--- src/rtl/buffer_drain_pkg.sv ---
// Shared types for the buffer drain: credit counter operation decode.
package buffer_drain_pkg;

  typedef enum logic [1:0] {
    CR_HOLD,
    CR_DEC,
    CR_INC,
    CR_OVF
  } credit_op_e;

  // A pop and a return in the same cycle cancel out; a lone return at the
  // ceiling is an overflow rather than an increment.
  function automatic credit_op_e credit_op(input logic inc, input logic dec,
                                           input logic at_max);
    if (inc && !dec) return at_max ? CR_OVF : CR_INC;
    if (dec && !inc) return CR_DEC;
    return CR_HOLD;
  endfunction

endpackage

--- src/rtl/buffer_drain_credit_counter.sv ---
// Credit counter: starts full, decrements per pop, increments per return,
// saturates at CREDITS and flags a return that would exceed it.
module credit_counter
  import buffer_drain_pkg::*;
#(
  parameter int CREDITS     = 64,
  parameter int LOG_CREDITS = 6
) (
  input  logic                 clk,
  input  logic                 rst_n,
  input  logic                 inc,
  input  logic                 dec,
  output logic [LOG_CREDITS:0] count,
  output logic                 overflow
);

  localparam logic [LOG_CREDITS:0] MAX = (LOG_CREDITS + 1)'(CREDITS);
  localparam logic [LOG_CREDITS:0] ONE = (LOG_CREDITS + 1)'(1);

  credit_op_e op;

  assign op       = credit_op(inc, dec, count == MAX);
  assign overflow = (op == CR_OVF);

  always_ff @(posedge clk) begin
    if (!rst_n) begin
      count <= MAX;
    end else begin
      case (op)
        CR_DEC:  count <= count - ONE;
        CR_INC:  count <= count + ONE;
        default: count <= count;
      endcase
    end
  end

endmodule

--- src/rtl/buffer_drain.sv ---
// Credit-limited drain: pops the upstream head through a delete strobe and
// re-emits it as a registered write strobe to the next stage.
module buffer_drain
  import buffer_drain_pkg::*;
#(
  parameter int WIDTH       = 32,
  parameter int CREDITS     = 64,
  parameter int LOG_CREDITS = 6
) (
  input  logic                 clk,
  input  logic                 rst_n,
  input  logic                 enable,
  input  logic                 in_full,
  input  logic [WIDTH-1:0]     in_data,
  output logic                 in_delete,
  output logic                 out_strobe,
  output logic [WIDTH-1:0]     out_data,
  input  logic                 credit_return,
  output logic [LOG_CREDITS:0] credits,
  output logic [31:0]          sent_count,
  output logic                 credit_error
);

  logic go;
  logic overflow;

  // in_full already reflects any delete in flight, so go needs no
  // correction for the item being popped this cycle.
  assign go = enable && in_full && (credits != '0);

  credit_counter #(
    .CREDITS    (CREDITS),
    .LOG_CREDITS(LOG_CREDITS)
  ) u_credit_counter (
    .clk     (clk),
    .rst_n   (rst_n),
    .inc     (credit_return),
    .dec     (go),
    .count   (credits),
    .overflow(overflow)
  );

  always_ff @(posedge clk) begin
    if (!rst_n) begin
      in_delete    <= 1'b0;
      out_strobe   <= 1'b0;
      out_data     <= '0;
      sent_count   <= '0;
      credit_error <= 1'b0;
    end else begin
      in_delete  <= go;
      out_strobe <= go;
      if (go) begin
        out_data   <= in_data;
        sent_count <= sent_count + 32'd1;
      end
      if (overflow) credit_error <= 1'b1;
    end
  end

endmodule

--- config.mk ---
export PLATFORM = sky130hd
export DESIGN_NAME = buffer_drain
export DESIGN_NICKNAME = d
export VERILOG_FILES = /design/src/rtl/buffer_drain_pkg.sv /design/src/rtl/buffer_drain_credit_counter.sv /design/src/rtl/buffer_drain.sv
export SDC_FILE = /design/constraint.sdc
export NUM_CORES = 1
export LEC_CHECK = 0
export CAP_MARGIN = 0
export CORE_MARGIN = 3
export CORE_UTILIZATION = 49
export CTS_BUF_LIST = sky130_fd_sc_hd__clkbuf_4 sky130_fd_sc_hd__clkbuf_8 sky130_fd_sc_hd__clkbuf_16
export CTS_CLUSTER_DIAMETER = 80
export DETAILED_ROUTE_END_ITERATION = 12
export PLACE_DENSITY_LB_ADDON = 0.05
export SLEW_MARGIN = 20
export SYNTH_ARGS = -nofsm -noshare
export SYNTH_HDL_FRONTEND = slang
export SYNTH_SLANG_ARGS = --single-unit
export TNS_END_PERCENT = 20
--- constraint.sdc ---
create_clock -name clk -period 5.8 [get_ports clk]
set_input_delay 1.16 -clock clk [delete_from_list [all_inputs] [get_ports clk]]
set_output_delay 1.16 -clock clk [all_outputs]
set_load 0.01 [all_outputs]
After elaboration in Yosys (flattened, before gate mapping):

Cells that the tools add are included.

* register bits after elaboration: 73

* $add $sub $neg: 3
* equality and inequality tests: 4
* muxes and demuxes: 9
* reductions and logical operators: 8

Operator list (number)
* adder 32 x 1 -> 32 bit (second input constant): 1
* one-hot mux 7 bit (2 select lines): 1
* two-way mux 2 bit: 4
* adder 7 x 1 -> 7 bit (second input constant): 1
* equality test 7 bit (second input constant): 1
* nonzero test 7 bit: 1
* subtractor 7 x 1 -> 7 bit (second input constant): 1
* equality test 2 bit (second input constant): 2
* logical AND 1 bit: 4
* two-way mux 1 bit: 4
* equality test 2 x 1 -> 1 bit (second input constant): 1
* logical NOT 1 bit: 2
* nonzero test 2 bit: 1

Logic depth before layout (Yosys ltp):

Gate-level depths: netlist (run 1).

* depth in word-level cells: 10
* mapped depth: 14
* mapped depth without buffers: 13

Hierarchy:

Synthesis (run 1) repeated with hierarchy kept, for this count alone.

* cell total of the unflattened synthesis: 403
* area total of the unflattened synthesis: 3342.0 um^2

Modules (own cells, without submodules)
* buffer_drain: instances 1, cells each 337, area an instance 2768.9 um^2, seq. area each 1321.3 um^2
* credit_counter: instances 1, cells each 66, area an instance 573.0 um^2, seq. area each 140.1 um^2

Worst setup path after synthesis (run 1):

No wires, ideal clock.

* path type: in2reg
* start point: in enable
* end point: reg u_credit_counter.count[6]
* library setup time: 0.130 ns
* data arrival time: 3.838 ns
* required time: 5.670 ns
* setup slack: 1.832 ns
* stages on the path: 14
* path buffers: 3
* path through: nand2_1 -> a21o_1 -> clkbuf_1 -> buf_2 -> buf_1 -> and2_1 -> ha_1 -> inv_1 -> ha_1 -> o21ai_0 -> or4_1 -> nand4_1 -> xnor2_1 -> nand2_1

* longest elaborated chain between the ends: 9
* elaborated cells on any way between the ends: 15
* classes of those cells: eq/ne: 2; mux: 7; reduce/logical: 6

Ends and longest elaborated chain
* start: declaration: RTL line buffer_drain.sv:12 `input logic enable,`
* logical AND 1 bit * (2 in a row): RTL line buffer_drain.sv:29 `assign go = enable && in_full && (credits != '0);`
* logical AND 1 bit: RTL line buffer_drain_pkg.sv:16 `if (dec && !inc) return CR_DEC;`
* two-way mux 1 bit (2 in a row): RTL line buffer_drain_pkg.sv:16
* two-way mux 2 bit: RTL line buffer_drain_pkg.sv:17 `return CR_HOLD;`
* two-way mux 2 bit *: RTL line buffer_drain_pkg.sv:16
* equality test 2 bit / equality test 2 x 1 -> 1 bit (equally long branches): RTL line buffer_drain_credit_counter.sv:29 `case (op)`
* one-hot mux 7 bit (2 select lines) / nonzero test 2 bit (equally long branches)
* end signal: assignment: RTL line buffer_drain_credit_counter.sv:30 `CR_DEC: count <= count - ONE;`
* end signal: assignment: RTL line buffer_drain_credit_counter.sv:31 `CR_INC: count <= count + ONE;`
* end signal: assignment: RTL line buffer_drain_credit_counter.sv:32 `default: count <= count;`
* end: declaration: RTL line buffer_drain_credit_counter.sv:13 `output logic [LOG_CREDITS:0] count,`

Every way passes the cells marked *; elsewhere a longest branch is shown, timed or not. The select of a mux whose other input is x is not followed.
A chain may end at the register's enable or synchronous reset.

Worst setup path after layout (run 1):

* start point: reg u_credit_counter.count[0]
* end point: reg u_credit_counter.count[5]

* longest elaborated chain between the ends: 9
* elaborated cells on any way between the ends: 20
* classes of those cells: add/sub: 2; eq/ne: 3; mux: 9; reduce/logical: 6

Ends and longest elaborated chain (RTL line)
* nonzero test 7 bit: buffer_drain.sv:29
* logical AND 1 bit: buffer_drain.sv:29
* logical AND 1 bit: buffer_drain_pkg.sv:16
* two-way mux 1 bit (2 in a row): buffer_drain_pkg.sv:16
* two-way mux 2 bit: buffer_drain_pkg.sv:17
* two-way mux 2 bit: buffer_drain_pkg.sv:16
* equality test 2 bit / equality test 2 x 1 -> 1 bit (equally long branches): buffer_drain_credit_counter.sv:29
* one-hot mux 7 bit (2 select lines) / nonzero test 2 bit (equally long branches)

Parallel ways exist; a longest one is shown, timed or not. The select of a mux whose other input is x is not followed.

==> flow_summary_export.csv, run 1 <==
group,metric,value,unit
timing,fin_worst_skew,0.00611,ns
layout,final_cell_area,4510,um^2
timing,setup_viol,0,
global_route,track_usage,0.215,
cts,cts_sinks,73,
logic_synthesis,syn-instance-count,391,
layout,final_core_util,0.736,
logic_synthesis,yosys-top-cells-area,"dfxtp_1 (46%), nand2_1 (10%), a21oi_1 (7.5%)",
timing,period_share,0.678,
die,num_rows,28,
die,io_pins,111,
drt,viasPerCell,5.33,
power,p_per_area,292,nW/um^2
layout,n_fill_cell,487,
drt,drt_iter0_markers,155,
cts,cts_resized,0,
drt,met3WireLength,447,um
drt,vias,3055,
cts,cts_max_level,3,
critical_path,worstPathMaxFanout,8,
logic_synthesis,post-synth-top-count-cell,"nand2_1",
layout,final_nets,539,
power,p_int,0.909,mW
drt,drt_wl_total,7930,um
drt,post-route-drc-count,0,
min_path,hold_path.startpoint,"out_data[9]",
critical_path,r2r-start,"u_credit_counter.count[0]",
flow_run,drv_cap,0,
power,p_clk_frac,0.274,
layout,drive_gt1_frac,0.0442,
timing,slew_viol_final,0,
power,p_comb_frac,0.291,
min_path,hold_path.class,"reg -> reg",
cts,cts-root-buf,"clkbuf_8",
timing,worst_slew_pin_slew,0.913,ns
die,dieHeight,86.8,um
die,die_width,86.8,um
placed_design,placed_area,4330,um^2
power,finalPower,1.32,mW
timing,tns,0,ns
logic_synthesis,synth_top_area_share,0.457,
placed_design,routabilityCongestion,0.832,
die,dieArea,7540,um^2
logic_synthesis,yosysTopAreaCell,"dfxtp_1",
placed_design,port-buffer-count,110,
critical_path,regToRegSetupSlack,1.87,ns
critical_path,critPathKind,"reg -> reg",
power,p_switching,0.409,mW
placed_design,dp_hpwl,5480,um
min_path,min_delay_path_depth,2,
critical_path,setup.worst_path.end_class,"register",
timing,fin_crit,3.93,ns
logic_synthesis,synth_nets,437,
global_route,grt_overflow,0,
cts,clk_path_buf_depth,2,
die,coreArea,6130,um^2
placed_design,placed_cells,557,
logic_synthesis,synth-edff-count,0,
drt,final_antenna_net_count,0,
critical_path,required,6.07,ns
global_route,grt_antenna_before_repair,0,
global_route,grt_pass1_wl,13000,um
drt,top_layer_used,"met4",
cts,cts_hold_buf,0,
timing,whs,0.455,ns
critical_path,r2r-end,"u_credit_counter.count[5]",
power,swShare,0.310,
power,ir_drop,0.302,mV
die,initial_core_util,0.522,
timing,slew_headroom,0.385,
drt,wl_per_cell,13.8,um
min_path,hold_end,"out_data[9]",
logic_synthesis,syn_avg_cell_area,8.18,um^2
layout,fin_cells,573,
timing,hold_viol,0,
timing,rsz0062_at_grt,"false",
logic_synthesis,ys_top_cells_by_count,"nand2_1 (86), dfxtp_1 (73), a21oi_1 (48), nor2_1 (30), xnor2_1 (17)",
status,status,"finished, final reports clean",
logic_synthesis,yosys_warnings,0,
cts,post_cts_buffers,0,
cts,clk_pin_slew_worst_paths,0.08,ns
drt,drt-met1-wl,3500,um
logic_synthesis,ys_ff_latch,73,
critical_path,arrival,4.21,ns
logic_synthesis,ys_seq_area_frac,0.457,
cts,cts_made_buffers,9,
global_route,grt_max_degree,69,
layout,diodes,0,
cts,clk_latency,0.33,ns
cts,cts_tree,"yes",
layout,syn_to_final_growth,41.0,%
power,p_leak,1.59,nW
placed_design,place_ws,1.56,ns
global_route,grt_pass1_vias,2764,
logic_synthesis,ys.flop_type,"dfxtp_1",
logic_synthesis,synth_area,3200,um^2
timing,setup_ws,1.87,ns
drt,wl_met2,3870,um
critical_path,startpoint_type,"register",
logic_synthesis,synth_cell_types,35,
timing,fmax,254,MHz
critical_path,reg2reg_depth,13,
drt,dr.pass1.iters,4,
power,seqPwrFrac,0.435,
logic_synthesis,async_reset_ff_frac,0,
==> power groups by stage <==
stage          registers (mW)  clock network [mW]  logic [mW]
6_report                0.572               0.361       0.384
5_1_grt                 0.579               0.395       0.427
4_1_cts                 0.573               0.370       0.386
3_5_place_dp            0.584                   0       0.382
3_3_place_gp            0.583                   0       0.372
2_1_floorplan           0.596                   0       0.222
==> kinds of logic (layout without fill, tap and decap cells) <==
group           after synthesis  in the layout  synth area share
buf+inv                      26            133            0.0329
xor+xnor                     20             20            0.0548
flops                        73             73             0.457
simple gates                183            183             0.269
fa+ha+maj                     9              9            0.0375
mux                           8              8            0.0250
compound gates               72             72             0.124
==> placed cells by master, fill, tap and decap left out, drive strengths merged, types with 11 or more instances in the layout <==
cell | netlist | layout
nand3 | 13 | 13
nor2 | 30 | 30
clkdlybuf4s50 | 0 | 110
nand4 | 11 | 11
a21oi | 48 | 48
nand2 | 86 | 86
dfxtp | 73 | 73
xnor2 | 17 | 17
clkbuf | 13 | 11
==> layout make-up <==
cell class	instances	area [um^2]	area share
Multi-Input combinational cell	292	1640	0.363
Sequential cell	73	1460	0.324
Timing Repair Buffer	112	1120	0.247
Clock buffer	11	151	0.0336
Tap cell	75	93.8	0.0208
Clock inverter	5	30.0	0.00666
Inverter	5	21.3	0.00472
==> state kept, by name, indices dropped and copies added, names as in the netlist <==
register                count
credit_error                1
out_strobe                  1
out_data                   32
u_credit_counter.count      7
sent_count                 32
==> worst max-delay path, stage by stage, from the launching register on <==
cell and delay (ns):
dfxtp_1 0.38, nor4_1 0.77, nor3b_1 0.46, and3_1 0.21, o21ai_0 0.13, o31a_1 0.14, ha_1 0.22, inv_1 0.23
ha_1 0.28, a21o_1 0.19, a211oi_1 0.22, nor2_1 0.09, or4_1 0.48, nand3_1 0.08
==> routing by layer <==
metal / up-vias / global-route usage
li1: 1553 / -
met1: 1408 / 0.270
met2: 83 / 0.359
met3: 11 / 0.0485
met4: 0 / 0.0807
met5: - / 0
==> worst max path at each step <==
| stage | from | to | slack (ns) | cells after the start |
|---|---|---|---|---|
| after floorplan | enable | u_credit_counter.count[6] | 1.83 | 14 |
| after global placement | enable | u_credit_counter.count[6] | 1.72 | 13 |
| after detailed placement | in_full | u_credit_counter.count[6] | 1.56 | 13 |
| after CTS | u_credit_counter.count[0] | u_credit_counter.count[5] | 1.89 | 13 |
| after global routing | u_credit_counter.count[0] | u_credit_counter.count[5] | 1.56 | 13 |
| final | u_credit_counter.count[0] | u_credit_counter.count[5] | 1.87 | 13 |
Note: power is estimated with default switching activity, not from simulation.
==> run 2, diff against run 1 <==
--- a/config.mk
+++ b/config.mk
@@ -7,7 +7,7 @@
 export LEC_CHECK = 0
 export CAP_MARGIN = 0
 export CORE_MARGIN = 3
-export CORE_UTILIZATION = 49
+export CORE_UTILIZATION = 41
 export CTS_BUF_LIST = sky130_fd_sc_hd__clkbuf_4 sky130_fd_sc_hd__clkbuf_8 sky130_fd_sc_hd__clkbuf_16
 export CTS_CLUSTER_DIAMETER = 80
 export DETAILED_ROUTE_END_ITERATION = 12
==> constraint.sdc (replaced) <==
create_clock -name clk -period 3.5 [get_ports clk]
set_input_delay 0.7 -clock clk [delete_from_list [all_inputs] [get_ports clk]]
set_output_delay 0.7 -clock clk [all_outputs]
set_load 0.01 [all_outputs]
==> run 2 against run 1 <==
Compared with the run above:
- clock-buffer cell count unchanged
- clock power increased by 120%
- sequential share of layout area decreased by 1.3 points
- sequential cell count unchanged
- combinational power increased by 84%
==> flow_summary_export.csv, run 2 (synthesized netlist as in run 1, its figures left out) <==
group,metric,value,unit
drt,wl_met2,4020,um
layout,final_nets,551,
cts,cts_made_buffers,9,
power,p_leak,1.68,nW
global_route,track_usage,0.186,
layout,n_fill_cell,665,
drt,wl_per_cell,13.4,um
timing,slew_headroom,0.638,
critical_path,startpoint_type,"register",
layout,multi_input_area,1650,um^2
layout,ff_latch_area,1460,um^2
power,finalPower,2.45,mW
power,seqPwrFrac,0.387,
drt,drt_iter0_markers,78,
timing,fin_crit,3.17,ns
die,num_rows,31,
power,p_per_area,521,nW/um^2
cts,cts_max_level,3,
layout,final_common_cell,"clkdlybuf4s50_1",
drt,drt-met1-wl,3580,um
layout,drive_gt1_frac,0.0706,
critical_path,setup.worst_path.end_class,"register",
cts,clk_pin_slew_worst_paths,0.07,ns
global_route,grt_max_degree,45,
die,dieHeight,94.3,um
power,ir_drop,0.469,mV
die,io_pins,111,
timing,period_share,0.905,
drt,vias,3117,
timing,whs,0.454,ns
layout,diodes,0,
timing,fmax,316,MHz
placed_design,routabilityCongestion,0.822,
critical_path,arrival,3.45,ns
layout,top_regs,"out_data: 32 flops, sent_count: 32 flops, u_credit_counter.count: 7 flops",
flow_run,drv_cap,0,
cts,clk_latency,0.34,ns
timing,slew_viol_final,0,
power,p_comb_frac,0.288,
placed_design,dp_hpwl,5870,um
layout,layout_common_cells,"clkdlybuf4s50_1 (110), nand2_1 (86), dfxtp_1 (73), a21oi_1 (47), nor2_1 (30)",
drt,top_layer_used,"met4",
placed_design,port-buffer-count,110,
critical_path,critPathKind,"reg -> reg",
die,initial_core_util,0.432,
global_route,grt_pass1_vias,2952,
cts,cts_tree,"yes",
power,p_switching,0.689,mW
timing,rsz0062_at_grt,"false",
cts,cts-root-buf,"clkbuf_8",
critical_path,required,3.78,ns
drt,drt_wl_total,8170,um
global_route,grt_pass1_wl,13400,um
layout,syn_to_final_growth,47.0,%
timing,fin_worst_skew,0.00908,ns
drt,post-route-drc-count,0,
critical_path,worstPathMaxFanout,8,
cts,clk_path_buf_depth,2,
power,p_clk_frac,0.325,
drt,met3WireLength,441,um
die,dieArea,8900,um^2
status,status,"finished, final reports clean",
drt,final_antenna_net_count,0,
timing,worst_slew_pin_slew,0.541,ns
min_path,hold_path.class,"reg -> reg",
drt,viasPerCell,5.12,
timing,hold_viol,0,
cts,cts_hold_buf,0,
die,coreArea,7410,um^2
power,swShare,0.281,
cts,cts_sinks,73,
timing,setup_viol,0,
die,die_width,94.3,um
global_route,grt_antenna_before_repair,0,
drt,dr.pass1.iters,6,
global_route,grt_overflow,0,
power,p_int,1.76,mW
==> run 2: stage by stage <==
stage          std cells  utilization  cell area, um^2  worst slack (ns)  TNS [ns]
3_5_place_dp         592        0.600             4450           -0.0379   -0.0379
4_1_cts              608        0.633             4690            0.0408         0
2_1_floorplan        391            -             3210             0.105         0
6_report             609        0.635             4700             0.331         0
5_1_grt              609        0.635             4700             0.108         0
3_3_place_gp         592        0.600             4450            0.0313         0
==> run 2: worst paths after layout <==
kind                             startpoint                         to  slack, ns  cells past startpoint
setup / recovery  u_credit_counter.count[1]  u_credit_counter.count[5]       0.33                     13
hold reg to reg                out_data[18]               out_data[18]       0.45                      2
setup reg to reg  u_credit_counter.count[1]  u_credit_counter.count[5]       0.33                     13
hold / removal                 out_data[18]               out_data[18]       0.45                      2
==> run 2: cell type report <==
cell class	count	share of cell area
Clock buffer	11	0.0295
Clock inverter	5	0.0221
Inverter	5	0.00399
Multi-Input combinational cell	292	0.351
Sequential cell	73	0.311
Tap cell	99	0.0263
Timing Repair Buffer	124	0.256
==> run 2: what timing repair did <==
item,4_1_cts,5_1_grt
endpoints found under the setup margin,0,2
setup buffers,0,1
gates resized for setup,0,2
==> run 2: power groups by stage <==
stage	clock, mW	combinational (mW)	sequential, mW
floorplan	0	0.371	0.991
global placement	0	0.682	0.962
detailed placement	0	0.691	0.964
CTS	0.820	0.696	0.945
global route	0.849	0.786	0.958
finish	0.797	0.706	0.950
==> run 2: critical path, cell delays in order, from the launching register on <==
cell and delay [ns]:
dfxtp_1 0.39, nor4_4 0.34, nor3b_1 0.28, and3_1 0.20, o21ai_0 0.11, o31a_1 0.13, ha_1 0.20, inv_2 0.14
ha_1 0.25, a21o_1 0.19, a211oi_1 0.24, nor2_1 0.09, or4_1 0.47, nand3_1 0.08
==> run 2: per-layer routing <==
| layer | global-route usage | vias up |
|---|---|---|
| met5 | 0 | - |
| met4 | 0.0770 | 0 |
| met3 | 0.0390 | 12 |
| met2 | 0.326 | 82 |
| met1 | 0.221 | 1445 |
| li1 | - | 1578 |
